<file path="src/rtl/mac_array_engine.sv">
// ---------------------------------------------------------------------------
// mac_array_engine
//   CH parallel unsigned multiply-accumulate lanes over a programmable-length
//   frame of operand pairs. Each lane result is right-shifted by OUT_SHIFT,
//   saturated to DATA_W bits, then the CH results are serialised (lane 0
//   first) onto one valid/ready stream through an output function f(x).
//
//   Optional build macro: MAC_ARRAY_AF_EN
//     defined   : f(x) is the quadratic activation (x read as signed DATA_W)
//     undefined : f(x) is x zero-extended to 2*DATA_W
//
// Ports
//   clk, rst          rising-edge clock, asynchronous active-high reset
//   start, len_cfg    frame start (IDLE only) and operand pairs per frame
//   in_valid/in_ready operand bundle handshake; in_a/in_b lane-packed
//   out_valid/out_ready, out_data, out_lane   serial result stream
//   busy              high outside IDLE
//   ovf               per-lane sticky accumulator saturation, cleared at start
//   done              one-cycle pulse after the last word is accepted
// ---------------------------------------------------------------------------
module mac_array_engine #(
    parameter int DATA_W    = 8,
    parameter int CH        = 2,
    parameter int ACC_W     = 20,
    parameter int OUT_SHIFT = 9,
    parameter int LEN_W     = 8
) (
    input  logic                                 clk,
    input  logic                                 rst,
    input  logic                                 start,
    input  logic [LEN_W-1:0]                     len_cfg,
    input  logic                                 in_valid,
    output logic                                 in_ready,
    input  logic [CH*DATA_W-1:0]                 in_a,
    input  logic [CH*DATA_W-1:0]                 in_b,
    output logic                                 out_valid,
    input  logic                                 out_ready,
    output logic [2*DATA_W-1:0]                  out_data,
    output logic [((CH > 1) ? $clog2(CH) : 1)-1:0] out_lane,
    output logic                                 busy,
    output logic [CH-1:0]                        ovf,
    output logic                                 done
);

    localparam int LANE_W = (CH > 1) ? $clog2(CH) : 1;
    localparam int PROD_W = 2 * DATA_W;

    typedef enum logic [1:0] {
        S_IDLE,
        S_ACC,
        S_DRAIN,
        S_SERIAL
    } state_t;

    state_t              r_state;
    logic [LEN_W-1:0]    r_len;
    logic [LEN_W-1:0]    r_cnt;
    logic [1:0]          r_drain;

    logic [DATA_W-1:0]   r_a   [CH];
    logic [DATA_W-1:0]   r_b   [CH];
    logic [PROD_W-1:0]   r_p   [CH];
    logic [ACC_W-1:0]    r_acc [CH];
    logic [DATA_W-1:0]   r_res [CH];
    logic                r_v1;
    logic                r_v2;

    logic [ACC_W:0]      w_sum   [CH];
    logic [ACC_W-1:0]    w_shift [CH];
    logic [DATA_W-1:0]   w_res   [CH];
    logic                w_accept;
    logic                w_frame_start;
    logic [LANE_W-1:0]   w_idx_nxt;

    // Output function applied to each saturated lane result.
    function automatic logic [PROD_W-1:0] f_out(input logic [DATA_W-1:0] x);
`ifdef MAC_ARRAY_AF_EN
        logic [DATA_W-1:0]        y;
        logic [DATA_W-1:0]        z;
        logic signed [DATA_W-1:0] s;
        logic signed [PROD_W-1:0] sq;
        y  = x[DATA_W-1] ? (~x + DATA_W'(1)) : x;
        z  = y >> 2;
        s  = $signed(z - DATA_W'(16));
        sq = PROD_W'(s) * PROD_W'(s);
        sq = sq >>> 1;
        return x[DATA_W-1] ? sq : (PROD_W'(256) - sq);
`else
        return {{DATA_W{1'b0}}, x};
`endif
    endfunction

    assign w_accept      = in_valid & in_ready;
    assign w_frame_start = (r_state == S_IDLE) & start & (len_cfg != '0);
    assign w_idx_nxt     = out_lane + LANE_W'(1);

    always_comb begin
        for (int unsigned c = 0; c < CH; c++) begin
            w_sum[c]   = {1'b0, r_acc[c]} + (ACC_W + 1)'(r_p[c]);
            w_shift[c] = r_acc[c] >> OUT_SHIFT;
            w_res[c]   = (|w_shift[c][ACC_W-1:DATA_W]) ? '1 : w_shift[c][DATA_W-1:0];
        end
    end

    // Three-stage lane datapath: operand register, product, accumulate.
    always_ff @(posedge clk or posedge rst) begin
        if (rst) begin
            r_v1 <= 1'b0;
            r_v2 <= 1'b0;
            ovf  <= '0;
            for (int unsigned c = 0; c < CH; c++) begin
                r_a[c]   <= '0;
                r_b[c]   <= '0;
                r_p[c]   <= '0;
                r_acc[c] <= '0;
            end
        end else begin
            r_v1 <= w_accept;
            r_v2 <= r_v1;
            for (int unsigned c = 0; c < CH; c++) begin
                if (w_accept) begin
                    r_a[c] <= in_a[c*DATA_W +: DATA_W];
                    r_b[c] <= in_b[c*DATA_W +: DATA_W];
                end
                if (r_v1) begin
                    r_p[c] <= PROD_W'(r_a[c]) * PROD_W'(r_b[c]);
                end
            end
            if (w_frame_start) begin
                ovf <= '0;
                for (int unsigned c = 0; c < CH; c++) begin
                    r_acc[c] <= '0;
                end
            end else if (r_v2) begin
                for (int unsigned c = 0; c < CH; c++) begin
                    if (w_sum[c][ACC_W]) begin
                        r_acc[c] <= '1;
                        ovf[c]   <= 1'b1;
                    end else begin
                        r_acc[c] <= w_sum[c][ACC_W-1:0];
                    end
                end
            end
        end
    end

    // Control FSM with registered outputs.
    always_ff @(posedge clk or posedge rst) begin
        if (rst) begin
            r_state   <= S_IDLE;
            r_len     <= '0;
            r_cnt     <= '0;
            r_drain   <= '0;
            in_ready  <= 1'b0;
            out_valid <= 1'b0;
            out_data  <= '0;
            out_lane  <= '0;
            busy      <= 1'b0;
            done      <= 1'b0;
            for (int unsigned c = 0; c < CH; c++) begin
                r_res[c] <= '0;
            end
        end else begin
            done <= 1'b0;
            case (r_state)
                S_IDLE: begin
                    if (w_frame_start) begin
                        r_len    <= len_cfg;
                        r_cnt    <= '0;
                        in_ready <= 1'b1;
                        busy     <= 1'b1;
                        r_state  <= S_ACC;
                    end
                end
                S_ACC: begin
                    if (w_accept) begin
                        if (r_cnt == r_len - LEN_W'(1)) begin
                            in_ready <= 1'b0;
                            r_drain  <= '0;
                            r_state  <= S_DRAIN;
                        end else begin
                            r_cnt <= r_cnt + LEN_W'(1);
                        end
                    end
                end
                S_DRAIN: begin
                    // Waits out the product and accumulate stages of the last
                    // sample, so the first word appears 4 cycles after the last
                    // accept edge with its activation already applied.
                    if (r_drain == 2'd3) begin
                        for (int unsigned c = 0; c < CH; c++) begin
                            r_res[c] <= w_res[c];
                        end
                        out_lane  <= '0;
                        out_data  <= f_out(w_res[0]);
                        out_valid <= 1'b1;
                        r_state   <= S_SERIAL;
                    end else begin
                        r_drain <= r_drain + 2'd1;
                    end
                end
                S_SERIAL: begin
                    if (out_valid && out_ready) begin
                        if (out_lane == LANE_W'(CH - 1)) begin
                            out_valid <= 1'b0;
                            busy      <= 1'b0;
                            done      <= 1'b1;
                            r_state   <= S_IDLE;
                        end else begin
                            out_lane <= w_idx_nxt;
                            out_data <= f_out(r_res[w_idx_nxt]);
                        end
                    end
                end
                default: r_state <= S_IDLE;
            endcase
        end
    end

endmodule

</file>
<file path="config.mk">
export PLATFORM = sky130hd
export DESIGN_NAME = mac_array_engine
export DESIGN_NICKNAME = d
export VERILOG_FILES = /design/src/rtl/mac_array_engine.sv
export SDC_FILE = /design/constraint.sdc
export NUM_CORES = 1
export LEC_CHECK = 0
export ABC_CLOCK_PERIOD_IN_PS = 14800
export CAP_MARGIN = 20
export CORE_MARGIN = 2
export CORE_UTILIZATION = 55
export CTS_BUF_LIST = sky130_fd_sc_hd__clkbuf_16
export DETAILED_ROUTE_END_ITERATION = 16
export MAX_ROUTING_LAYER = met4
export PLACE_DENSITY = 0.71
export RECOVER_POWER = 100
export SLEW_MARGIN = 15
export SYNTH_ARGS = -nofsm -noshare
export SYNTH_HDL_FRONTEND = slang
export SYNTH_SLANG_ARGS = --single-unit
</file>
<file path="constraint.sdc">
create_clock -name clk -period 14.8 [get_ports clk]
set_input_delay 2.96 -clock clk [delete_from_list [all_inputs] [get_ports clk]]
set_output_delay 2.96 -clock clk [all_outputs]
set_load 0.03 [all_outputs]
</file>
**Word level (Yosys, flattened, before mapping)**

Index checks and enable logic that the tools add are counted.

- Bits in registers: 165
- Bits of input ports: 45
- Output and inout port bits: 23
- Word-level logic and storage cells: 123

- $add $sub $neg: 6
- $mul: 2
- Order comparisons: 1
- Equality and inequality tests: 14
- Mux-type cells: 48
- Bitwise logic cells: 4
- Reduce and logical (&&, ||, !) cells: 24

Operator list:

| kind | number |
|---|---|
| $mux 40 | 2 |
| $mux 8 | 8 |
| $mux 16 | 3 |
| $add 20x16->21 | 2 |
| $mux 20 | 2 |
| $mul 8x8->16 | 2 |
| $pmux 16 s2 | 1 |
| $reduce_and 4->1 | 6 |
| $mux 2 | 11 |
| $ne 2x2->1 const B | 9 |
| $pmux 8 s2 | 1 |
| $mux 1 | 14 |
| $reduce_bool 2->1 | 7 |
| $add 8x1->8 const B | 1 |
| $eq 8x8->1 | 1 |
| $pmux 1 s2 | 4 |
| $pmux 2 s4 | 1 |
| $reduce_and 2->1 | 4 |
| $reduce_bool 8->1 | 1 |
| $sub 8x1->8 const B | 1 |
| $eq 2x2->1 const B | 3 |
| $reduce_and 6->1 | 1 |
| $reduce_or 3->1 | 2 |
| $pmux 2 s2 | 1 |
| 9 further kinds | 11 |

**Logic depth before layout (Yosys ltp)**

Gate-level depths: netlist (run 1).

- Depth after elaboration: 8
- Gate-level depth with buffers: 18
- Gate-level depth less buffers: 18

**Worst setup path before layout (run 1)**

No wires, ideal clock.

- Path kind: input-to-reg
- From: input port in_valid
- To: register r_cnt[6]
- Setup time: 0.066 ns
- Arrival: 4.474 ns
- Required time: 14.734 ns
- Slack: 10.260 ns
- Stages: 8
- Path buffers: 1
- Cells stage by stage: and2_1 clkbuf_1 mux2_2 and2_1 and3_1 nand4_1 or4_1 nand2_1

- Cells in the longest elaborated chain, start to end: 3

Ends and longest elaborated chain:

| item | RTL line | RTL |
|---|---|---|
| from (decl) | 32 | `input logic in_valid,` |
| $and 1x1->1 | 93 | `assign w_accept = in_valid & in_ready;` |
| $ne 2x2->1 (no line) | - |  |
| $reduce_and 4->1 (no line) | - |  |
| to (signal assigned) | 182 | `r_cnt <= r_cnt + LEN_W'(1);` |
| to (decl) | 57 | `logic [LEN_W-1:0] r_cnt;` |

Every way passes these cells.
A chain may end at the register's enable or synchronous reset.

**Final worst setup path (run 1)**

Ends and elaborated chain as after synthesis.

==> out/metrics.yaml, run 1 <==
layout:
  diodes: 0
  final_cell_mix: "dfrtp_1 (149), inv_1 (134), ha_1 (111)"
  final_nets: 1527
  syn2layout_area_growth_pct: 11.3
  layout-drive-gt1-share_pct: 7.79
  final_common_cell: "dfrtp_1"
timing:
  hold_viol_final: 0
  slew_viol_final: 145
  rsz0062_at_grt: "no"
  finalSetupTns_ps: 0
  fmax_mhz: 156
  relSlewSlack_pct: -124
  post-route-min-period_ps: 6430
  fin_skew_ps: 13.2
  setup_violations: 0
  worst_pin_slew_ps: 3340
  fin_crit_sh_pct: 43.5
clocking:
  cts_tree: "built"
  htree_levels: 4
  clkLatencyLatePin_ps: 430
  postCtsSetupBuffers: 0
  postCtsResizedCells: 0
  clock_path_buffers: 2
  clk_pin_slew_ps: 70
  holdBufCountCts: 0
  cts.sinks: 149
  cts_buffers: 17
  cts_root_buffer: "clkbuf_16"
logic_synthesis:
  synth_top_cell_area_share_pct: 31.1
  synth.area.top_cells: "dfrtp_1 (31%), fa_1 (12%), ha_1 (12%)"
  yosys.area_share.simple_pct: 15.0
  yosysSeqAreaShare_pct: 31.1
  synth_top_family_by_area: "adder cells"
  synth.distinct_cells: 66
  ys_ff_latch: 149
  yosys.area.top_type: "dfrtp_1"
  muxShareOfSynthArea_pct: 6.69
  synth_compound_area_share_pct: 13.7
  synthCells: 1251
  synth_flop_cell: "dfrtp_1"
  synth_xor_area_share_pct: 3.65
  synthArstFlopShare_pct: 100
  ys_warn_count: 0
  post_synth.cell_area_avg_um2: 9.58
  synth_area_um2: 12000
  synth-edff-count: 0
  synthAdderAreaFrac_pct: 23.9
setup_path:
  cp-end-kind: "flop"
  worst_path_max_delay_cell: "and2_0"
  cp_cell_sequence: "dlygate4sd3_1 -> and2_0 -> mux2_2 -> and2_0 -> and3_1 -> nand4_1 -> or4_1 -> nand2_1"
  path_delay_family: "simple AND/OR/NAND/NOR gates"
  critPathMostFrequentCell: "and2_0"
  critPathKind: "primary input to flop"
  cp_num_buf_inv: 1
  cpPeakStageDelay_ps: 1780
  cp.required_ps: 15170
  cp.arrival_ps: 6800
  cp-start-kind: "primary input"
  crit_fanout: 35
floorplan:
  initial_core_util_pct: 55.5
  core-area_um2: 21600
  die_height_um: 152
  ios: 68
  fp.dieArea_um2: 23000
  die_x_um: 152
  std_cell_rows: 54
detailed_routing:
  num_vias: 8935
  drt_first_pass_iters: 6
  wl_per_cell_um: 15.2
  drtAntennaViolNets: 0
  via_per_inst: 5.62
  drt-initial-drc-count: 442
  remaining_drc_errors: 0
  wirelength_um: 24100
worst_hold_path:
  worst_hold_path_type: "flop to flop"
place:
  routabilityCongestion: 0.814
  port_buffers: 59
  post-dp-hpwl_um: 17600
outcome:
  violations: "capacitance limit, slew limit"
  status: "finished, violations left"
global_route:
  antenna_found_initial: 1
  grt_usage_pct: 23.4
  grt_pass1_wl_um: 42100
  grt_pass1_vias: 9159
  grt_max_degree: 77
  grt.overflow.total: 0
job:
  drv_cap: 3
-- routing by layer --
layer	global-route usage [%]	routed length (µm)
met3	3.38	718
met5	-	0
met2	40.0	12200
met4	6.71	376
met1	29.1	10900
-- registers in the layout (all words and copies together), names as in the netlist --
register and cells:
busy 1, done 1, in_ready 1, out_data 8
out_lane 1, out_valid 1, ovf 2, r_a 16
r_acc 40, r_b 16, r_cnt 8, r_drain 2
r_len 8, r_p 32, r_res 8, r_state 2
r_v1 1, r_v2 1
-- area by class of cell --
type,instances,area (µm²)
sequential,149,3730
timing repair buffer,63,613
clock inverter,15,144
inverter,135,508
multi-input combinational,931,7580
clock buffer,17,425
tap,280,350
fill,1836,8280
-- per-stage QoR --
step | cell area, µm² | hold slack, ps | util, % | std cells | setup WS (ps)
after detailed placement | 12800 | 477 | 59.2 | 1558 | 9140
after floorplan | 12000 | 390 | - | 1258 | 7830
final | 13300 | 492 | 61.7 | 1590 | 8370
after global placement | 12800 | 465 | 59.2 | 1558 | 9180
after global routing | 13300 | 513 | 61.7 | 1590 | 7960
after CTS | 13400 | 496 | 61.8 | 1590 | 9590
-- synth_stat cells, types with 7 or more instances --
| cell type | n |
|---|---|
| a21o_1 | 12 |
| a21oi_1 | 71 |
| a31oi_1 | 30 |
| and2_1 | 107 |
| buf_4 | 9 |
| clkbuf_1 | 29 |
| dfrtp_1 | 149 |
| fa_1 | 74 |
| ha_1 | 111 |
| inv_1 | 135 |
| mux2_2 | 61 |
| mux2i_1 | 10 |
| nand2_1 | 102 |
| nand2b_1 | 10 |
| nand3_1 | 15 |
| nor2_1 | 47 |
| nor2b_1 | 13 |
| nor3_1 | 9 |
| o211ai_1 | 8 |
| o21a_1 | 10 |
| o21ai_0 | 88 |
| o22a_1 | 8 |
| or3_1 | 7 |
| xnor2_1 | 29 |
| xor2_1 | 21 |
-- kinds of logic after synthesis --
kind of cell	count (synthesis)
fa+ha+maj	185
buf+inv	178
xor+xnor	50
simple gates	346
mux	72
compound gates	270
other cells	1
flops	149
-- path summary, 6_finish.rpt --
| check | start | endpoint | slack (ps) | cells after the start |
|---|---|---|---|---|
| min reg2reg | r_p[23] | r_p[23] | 490 | 1 |
| max reg2reg | r_b[7] | r_p[15] | 10080 | 16 |
| max in group asynchronous | rst | r_acc[8] | 8750 | 3 |
| max | in_valid | r_cnt[6] | 8370 | 8 |
| min in group asynchronous | rst | r_b[11] | 3970 | 2 |
| min | r_p[23] | r_p[23] | 490 | 1 |
-- worst reg2reg max path, delay by kind of cell, from the launching register on --
kind	cells	cell delay (ps)
compound gates	4	890
xor+xnor	1	150
fa+ha+maj	5	2430
buf+inv	4	230
flops	1	520
mux	1	260
simple gates	1	140
Power of run 1 is left out: the tool's default activity adds up to more than one toggle a clock period on the data nets, which glitch-free logic cannot reach.
==> run 2, diff against run 1 <==
ABC_CLOCK_PERIOD_IN_PS = 5600   (was 14800)
PLACE_DENSITY = 0.74   (was 0.71)
clock period = 5.6 ns   (was 14.8 ns; I/O delays follow)
==> out/metrics.yaml, run 2 (synthesized netlist as in run 1, its figures left out) <==
place:
  port_buffers: 59
  post-dp-hpwl_um: 18100
  routabilityCongestion: 0.852
clocking:
  cts_buffers: 17
  cts_tree: "built"
  holdBufCountCts: 0
  clk_pin_slew_ps: 70
  cts.sinks: 149
  postCtsResizedCells: 0
  clkLatencyLatePin_ps: 430
  postCtsSetupBuffers: 0
  clock_path_buffers: 2
  htree_levels: 4
  cts_root_buffer: "clkbuf_16"
timing:
  relSlewSlack_pct: -123
  setup_violations: 0
  slew_viol_final: 198
  fin_skew_ps: 12.8
  fmax_mhz: 217
  rsz0062_at_grt: "no"
  hold_viol_final: 0
  fin_crit_sh_pct: 82.4
  post-route-min-period_ps: 4610
  worst_pin_slew_ps: 3350
  finalSetupTns_ps: 0
detailed_routing:
  num_vias: 8985
  remaining_drc_errors: 0
  wl_per_cell_um: 15.6
  via_per_inst: 5.65
  wirelength_um: 24800
  drt-initial-drc-count: 477
  drt_first_pass_iters: 5
  drtAntennaViolNets: 0
setup_path:
  cp_cell_sequence: "and2_0 -> fa_1 -> fa_1 -> inv_1 -> fa_1 -> fa_1 -> inv_1 -> ha_1 -> o21a_1 -> o31a_1 -> nor2_1 -> a21oi_1 -> o41ai_1 -> o21ai_0 -> xnor2_1 -> a21oi_1"
  worst_path_max_delay_cell: "fa_1"
  critPathKind: "flop to flop"
  cpPeakStageDelay_ps: 490
  critPathMostFrequentCell: "fa_1"
  cp.required_ps: 5830
  crit_fanout: 9
  cp.arrival_ps: 4840
  cp-start-kind: "flop"
  rrSetupSlack_ps: 990
  cp-end-kind: "flop"
layout:
  final_nets: 1529
  final_core_util_pct: 61.8
  regArea_um2: 3730
  diodes: 0
  largest_register_ff_count: 40
  largest_registers: "r_acc x40, r_p x32"
  multi_input_area_um2: 7560
  top_register: "r_acc"
  final_common_cell: "dfrtp_1"
  syn2layout_area_growth_pct: 11.4
  layout-drive-gt1-share_pct: 7.48
  final_cell_mix: "dfrtp_1 (149), inv_1 (136), ha_1 (111)"
  n_fill_cell: 1789
global_route:
  grt_pass1_wl_um: 42600
  grt_pass1_vias: 9089
  grt_max_degree: 88
  antenna_found_initial: 0
  grt_usage_pct: 23.7
  grt.overflow.total: 0
outcome:
  violations: "capacitance limit, slew limit"
  status: "finished, violations left"
floorplan:
  ios: 68
  initial_core_util_pct: 55.5
  std_cell_rows: 54
  fp.dieArea_um2: 23000
  die_height_um: 152
  die_x_um: 152
  core-area_um2: 21600
worst_hold_path:
  worst_hold_path_type: "flop to flop"
job:
  drv_cap: 4
[run 2: final cells by class]
cell class	instances	share of cell area, %
timing repair buffer	65	4.67
tap	280	2.62
inverter	135	3.79
clock inverter	14	1.22
multi-input combinational	931	56.6
sequential	149	27.9
clock buffer	17	3.18
[run 2: critical path: cells and delay by family (launching register included)]
family / cells / cell delay, ps
fa+ha+maj: 5 / 2220
compound gates: 6 / 1100
flops: 1 / 460
simple gates: 2 / 380
xor+xnor: 1 / 160
buf+inv: 2 / 100
[run 2: final timing paths]
kind / depth (start not counted) / endpoint / startpoint
worst max-delay path: 16 / r_p[31] / r_a[11]
worst min-delay path: 1 / r_drain[1] / r_drain[1]
worst max register to register: 16 / r_p[31] / r_a[11]
worst min register to register: 1 / r_drain[1] / r_drain[1]
max in group asynchronous: 2 / r_res[0] / rst
min in group asynchronous: 2 / r_a[11] / rst
[run 2: stage by stage]
step / instance area, µm² / std cells / worst slack, ps / hold WS [ps]
detailed placement: 12800 / 1560 / 1020 / 477
floorplan: 12000 / 1258 / 472 / 390
global placement: 12800 / 1560 / 1150 / 465
global route: 13400 / 1591 / 551 / 514
finish: 13400 / 1591 / 986 / 487
CTS: 13400 / 1591 / 996 / 490
[run 2: routing by layer]
layer	track usage, %	vias up	part of all wire, %
met5	-	-	0
li1	-	4348	-
met4	6.02	0	1.6
met1	30.1	4488	45
met3	3.50	28	2.2
met2	40.1	121	51
Power of run 2 is left out for the same reason.
